**config.mk**
```make
export PLATFORM = sky130hd
export DESIGN_NAME = acc_route_demux
export DESIGN_NICKNAME = d
export VERILOG_FILES = /design/src/rtl/acc_pkg.sv /design/src/rtl/acc_xfer_counter.sv /design/src/rtl/acc_route_demux.sv
export SDC_FILE = /design/constraint.sdc
export NUM_CORES = 1
export LEC_CHECK = 0
export ABC_CLOCK_PERIOD_IN_PS = 1820
export CAP_MARGIN = 5
export CORE_AREA = 2 2 55 78
export CTS_CLUSTER_SIZE = 8
export DETAILED_ROUTE_END_ITERATION = 16
export DIE_AREA = 0 0 57 80
export PLACE_DENSITY = 0.69
export SYNTH_ARGS = -nofsm -noshare
export SYNTH_HDL_FRONTEND = slang
export SYNTH_HIERARCHICAL = 1
export SYNTH_SLANG_ARGS = --single-unit
```
**constraint.sdc**
```tcl
create_clock -name CLK -period 1.82 [get_ports CLK]
set_clock_uncertainty 0.05 [all_clocks]
set_input_delay 0.455 -clock CLK [delete_from_list [all_inputs] [get_ports CLK]]
set_output_delay 0.455 -clock CLK [all_outputs]
set_load 0.01 [all_outputs]
```
**src/rtl/acc_pkg.sv**
```systemverilog
// Shared encodings for the accumulator result router: FSM states and destination select values.
package acc_pkg;

    typedef enum logic [1:0] {
        ST_IDLE   = 2'b00,
        ST_BUSY_A = 2'b01,
        ST_BUSY_B = 2'b10
    } state_t;

    localparam logic OP_SEL_A = 1'b0;
    localparam logic OP_SEL_B = 1'b1;

endpackage

```
**src/rtl/acc_xfer_counter.sv**
```systemverilog
// Wrapping transfer counter: increments on en, one-cycle update latency, never stalls.
module acc_xfer_counter #(
    parameter int CNT_W = 4
) (
    input  logic             clk,
    input  logic             rst_n,
    input  logic             en,
    output logic [CNT_W-1:0] count
);

    always_ff @(posedge clk or negedge rst_n) begin
        if (!rst_n) begin
            count <= '0;
        end else if (en) begin
            count <= count + 1'b1;
        end
    end

endmodule

```
**src/rtl/acc_route_demux.sv**
```systemverilog
// 1-to-2 registered stream router: one-cycle latency, 1 word/cycle, single held word per port.
// Input stalls only while the held word's destination is not ready, or during Flush.
module acc_route_demux
    import acc_pkg::*;
#(
    parameter int WIDTH = 8,
    parameter int CNT_W = 4
) (
    input  logic             CLK,
    input  logic             RST_N,
    input  logic             Flush,
    input  logic [WIDTH-1:0] InData,
    input  logic             InValid,
    output logic             InReady,
    input  logic             OP,
    output logic [WIDTH-1:0] OutA,
    output logic             OutAValid,
    input  logic             OutAReady,
    output logic [WIDTH-1:0] OutB,
    output logic             OutBValid,
    input  logic             OutBReady,
    output logic [CNT_W-1:0] CountA,
    output logic [CNT_W-1:0] CountB
);

    state_t state;
    state_t state_nxt;
    logic   accept;
    logic   deliver_a;
    logic   deliver_b;

    assign OutAValid = (state == ST_BUSY_A);
    assign OutBValid = (state == ST_BUSY_B);

    // RST_N gates InReady so nothing upstream sees a ready while reset is asserted.
    assign InReady = RST_N && !Flush &&
                     ((state == ST_IDLE) ||
                      ((state == ST_BUSY_A) && OutAReady) ||
                      ((state == ST_BUSY_B) && OutBReady));

    assign accept    = InValid && InReady;
    assign deliver_a = OutAValid && OutAReady && !Flush;
    assign deliver_b = OutBValid && OutBReady && !Flush;

    always_ff @(posedge CLK or negedge RST_N) begin
        if (!RST_N) begin
            state <= ST_IDLE;
        end else begin
            state <= state_nxt;
        end
    end

    always_comb begin
        state_nxt = state;
        if (Flush) begin
            state_nxt = ST_IDLE;
        end else if (accept) begin
            state_nxt = (OP == OP_SEL_B) ? ST_BUSY_B : ST_BUSY_A;
        end else if (deliver_a || deliver_b) begin
            state_nxt = ST_IDLE;
        end
    end

    // Data registers only load on accept; flush leaves the last word visible.
    always_ff @(posedge CLK or negedge RST_N) begin
        if (!RST_N) begin
            OutA <= '0;
            OutB <= '0;
        end else if (accept) begin
            if (OP == OP_SEL_A) begin
                OutA <= InData;
            end else begin
                OutB <= InData;
            end
        end
    end

    acc_xfer_counter #(.CNT_W(CNT_W)) u_cnt_a (
        .clk   (CLK),
        .rst_n (RST_N),
        .en    (deliver_a),
        .count (CountA)
    );

    acc_xfer_counter #(.CNT_W(CNT_W)) u_cnt_b (
        .clk   (CLK),
        .rst_n (RST_N),
        .en    (deliver_b),
        .count (CountB)
    );

endmodule

```
==> run summary, run 1 <==
- count of hold buffers inserted by post-cts repair: 0
- worst-path maximum fanout: 4
- RSZ-0062 raised after global routing: no
- DP Area: 1680 sq um
- clock edge transition at the registers on the reported setup and hold paths: 0.09 ns
- layout cells sized above 1: 31.8%
- total design power: 1.79 mW
- Net count, final: 150
- data required time at the worst endpoint: 1.31 ns
- Die X-Extent: 57 um
- Hold Violations, Final: 0
- iteration count of the initial detailed-routing pass: 2
- cells after synthesis: 73
- final worst-path cycle share: 96.3%
- post-route insts no fill: 175
- buffers added on ports: 41
- commonest cells in the synthesized netlist: dfrtp_1, mux2_4, mux2_2
- WL met1: 959 um
- met3 wire len: 95 um
- H-tree Lvls: 1
- aggregate global routing overflow: 0
- DR iter-0 viols: 7
- total length of routed wires: 2460 um
- proportion of synthesized chip area in sequential cells: 57.3%
- sequential group share of total power: 45.1%
- post-synth cell types: 23
- Area growth, synth to finish: 54.4%
- worst-path cell chain: clkdlybuf4s50_1
- Post-Syn Area per Cell: 15.5 sq um
- number of routed nets with antenna violations: 0
- library cell used as clock root buffer: clkbuf_8
- max-cap check violation count: 0
- count of vias placed by the detailed router: 802
- number of setup violations in the final report: 0
- Top Ports: 42
- fin crit period: 1.75 ns
- buffer depth of the longest clock path: 2
- worst hold slack: 0.301 ns
- detailed placement HPWL: 1840 um
- R2R setup slack: 0.23 ns
- FF-to-FF End: OutB[0]$_DFFE_PN0P_
- core area: 3850 sq um
- worst reg2reg path depth: 5
- upper clock frequency limit: 571 MHz
- Internal Dissipation: 1.30 mW
- net switching power figure: 484 uW
- Crit Path Category: flop to output port
- diodes inserted: 0
- cell family with most CP delay: buffers and inverters
- type of origin of the critical path: flop
- detail-routed via count per cell: 4.58
- setup TNS: 0 ns
- EDFF count, synth: 0
- warning count from the yosys run: 6
- result of the run: completed
- Synth Register Bits: 26
- Layout Cell Area excl Fill: 1750 sq um
- reg2reg start: state[0]$_DFFE_PN0P_
- total CTS buffers: 3
- GR Util All Layers: 11.7%
- die height: 80 um
- pin count of the biggest net entering global routing: 27
- sum of buffers and inverters on the critical path: 1
- headroom to the max-slew limit: 77.0%
- syn_nets: 90
- Max Slew Vio Count: 0
- fraction of registers with async set/reset: 100%
- insertion delay to the later sink of the worst-skew pair: 0.27 ns
- measured slew at the worst slew-check pin: 0.344 ns
- slowest cell delay on critical path: 0.56 ns
- CTS tree: done
- top cells by area, synth: dfrtp_1, mux2_4, mux2_2
- element type at the critical path end: output port
- ys flop type: dfrtp_1
- Post-Place Cells: 169
- Sinks on Clock Net: 26
- floorplan die area: 4560 sq um
- routed wirelength normalized by instance count: 14.1 um
- number of global-route vias before repair: 910
- class of the most critical hold timing path: primary input to asynchronous set/reset pin
- Rows: 27
- dominant cell by count in the synthesized netlist: dfrtp_1
- starting density of the core: 29.5%
- clock share of power: 20.9%
- DRC errors left: 0
- post-synthesis instance area: 1130 sq um
- met2 wire len: 1390 um
- Power Dens Cells: 1020 nW/um^2
- crit path max-delay cell type: clkdlybuf4s50_1
- final RePlAce weighted congestion: 0.743
- fraction of post-synthesis cell area in the top cell type by area: 57.3%
- proportion of total power due to net switching: 27.1%
- number of fill cells in the layout: 367
- most area-hungry cell type in the Yosys netlist: dfrtp_1
- antenna violations before repair: 0
- worst IR drop on VDD: 0.578 mV
- wire length of the first global-routing pass: 4180 um
- combinational fraction of design power: 34.0%
- Leakage Power: 0.826 nW
- WP data arrival: 1.25 ns
- highest metal used: met4
flip-flops by register name, summed over array words and instances (netlist names):
name           count
state              2
u_cnt_b/count      4
u_cnt_a/count      4
OutA               8
OutB               8
repair_timing:
item                       in CTS  in global routing
gates cloned                    1                  0
pin swaps                       0                  1
resized for setup              11                  3
setup endpoints to repair      11                  4
buffers inserted                0                  1
cells in the final DEF, fill, tap and decap left out, types with 2 or more instances in the layout:
master,instances
clkdlybuf4s50_1,34
dfrtp_1,26
buf_4,14
mux2_4,8
mux2_2,6
mux2_1,4
clkbuf_8,4
dlygate4sd2_1,4
xnor2_1,4
nand2_1,3
nor2b_4,2
inv_1,2
xor2_1,2
nand4_1,2
ha_1,2
how the worst max path moves through the flow:
stage	end	slack [ns]	cells past startpoint	startpoint
3_3_place_gp	InReady	-0.52	5	OutAReady
4_1_cts	InReady	-0.04	5	OutBReady
6_report	CountA[0]	0.07	1	u_cnt_a/count[0]$_DFFE_PN0P_
5_1_grt	OutAValid	0.006	3	state[0]$_DFFE_PN0P_
2_1_floorplan	OutB[0]$_DFFE_PN0P_	0.26	4	RST_N
3_5_place_dp	InReady	-0.53	5	OutAReady
cell type report:
| type | instances | area, sq um | share of cell area, % |
|---|---|---|---|
| sequential | 26 | 651 | 37.1 |
| clock buffer | 4 | 55.1 | 3.14 |
| multi-input combinational | 45 | 477 | 27.2 |
| tap | 43 | 53.8 | 3.07 |
| timing repair buffer | 55 | 508 | 29.0 |
| inverter | 2 | 7.51 | 0.429 |
logic make-up (layout without fill, tap and decap cells):
kind of cell    Yosys count  count (layout)  share of synthesized area [%]
flops                    26              26                           57.3
buf+inv                   3              61                           2.43
fa+ha+maj                 2               2                           2.20
mux                      18              18                           20.5
xor+xnor                  6               6                           4.63
compound gates            3               3                           2.21
simple gates             15              16                           10.7
routing by layer:
layer / track usage [%] / vias up
met2: 22.0 / 23
met3: 1.46 / 4
met4: 4.19 / 0
met5: 0 / -
li1: - / 376
met1: 13.4 / 399
per-stage QoR:
stage | utilization (%) | worst slack (ns)
floorplan | - | 0.264
global placement | 43.5 | -0.520
detailed placement | 43.5 | -0.528
CTS | 45.1 | -0.0391
global route | 45.5 | 0.00628
finish | 45.5 | 0.0677
power groups by stage:
stage / combinational [mW] / clock, mW / sequential, mW
after global routing: 0.654 / 0.420 / 0.828
after floorplan: 0.170 / 0 / 0.873
after global placement: 0.582 / 0 / 0.811
after CTS: 0.600 / 0.391 / 0.809
after detailed placement: 0.598 / 0 / 0.819
final: 0.607 / 0.373 / 0.805
(Power assumes the default switching activity.)
==> run 2, diff against run 1 <==
CAP_MARGIN = default   (was 5)
==> results of run 2 <==
No change in the layout: final DEF, timing and power equal those of run 1.
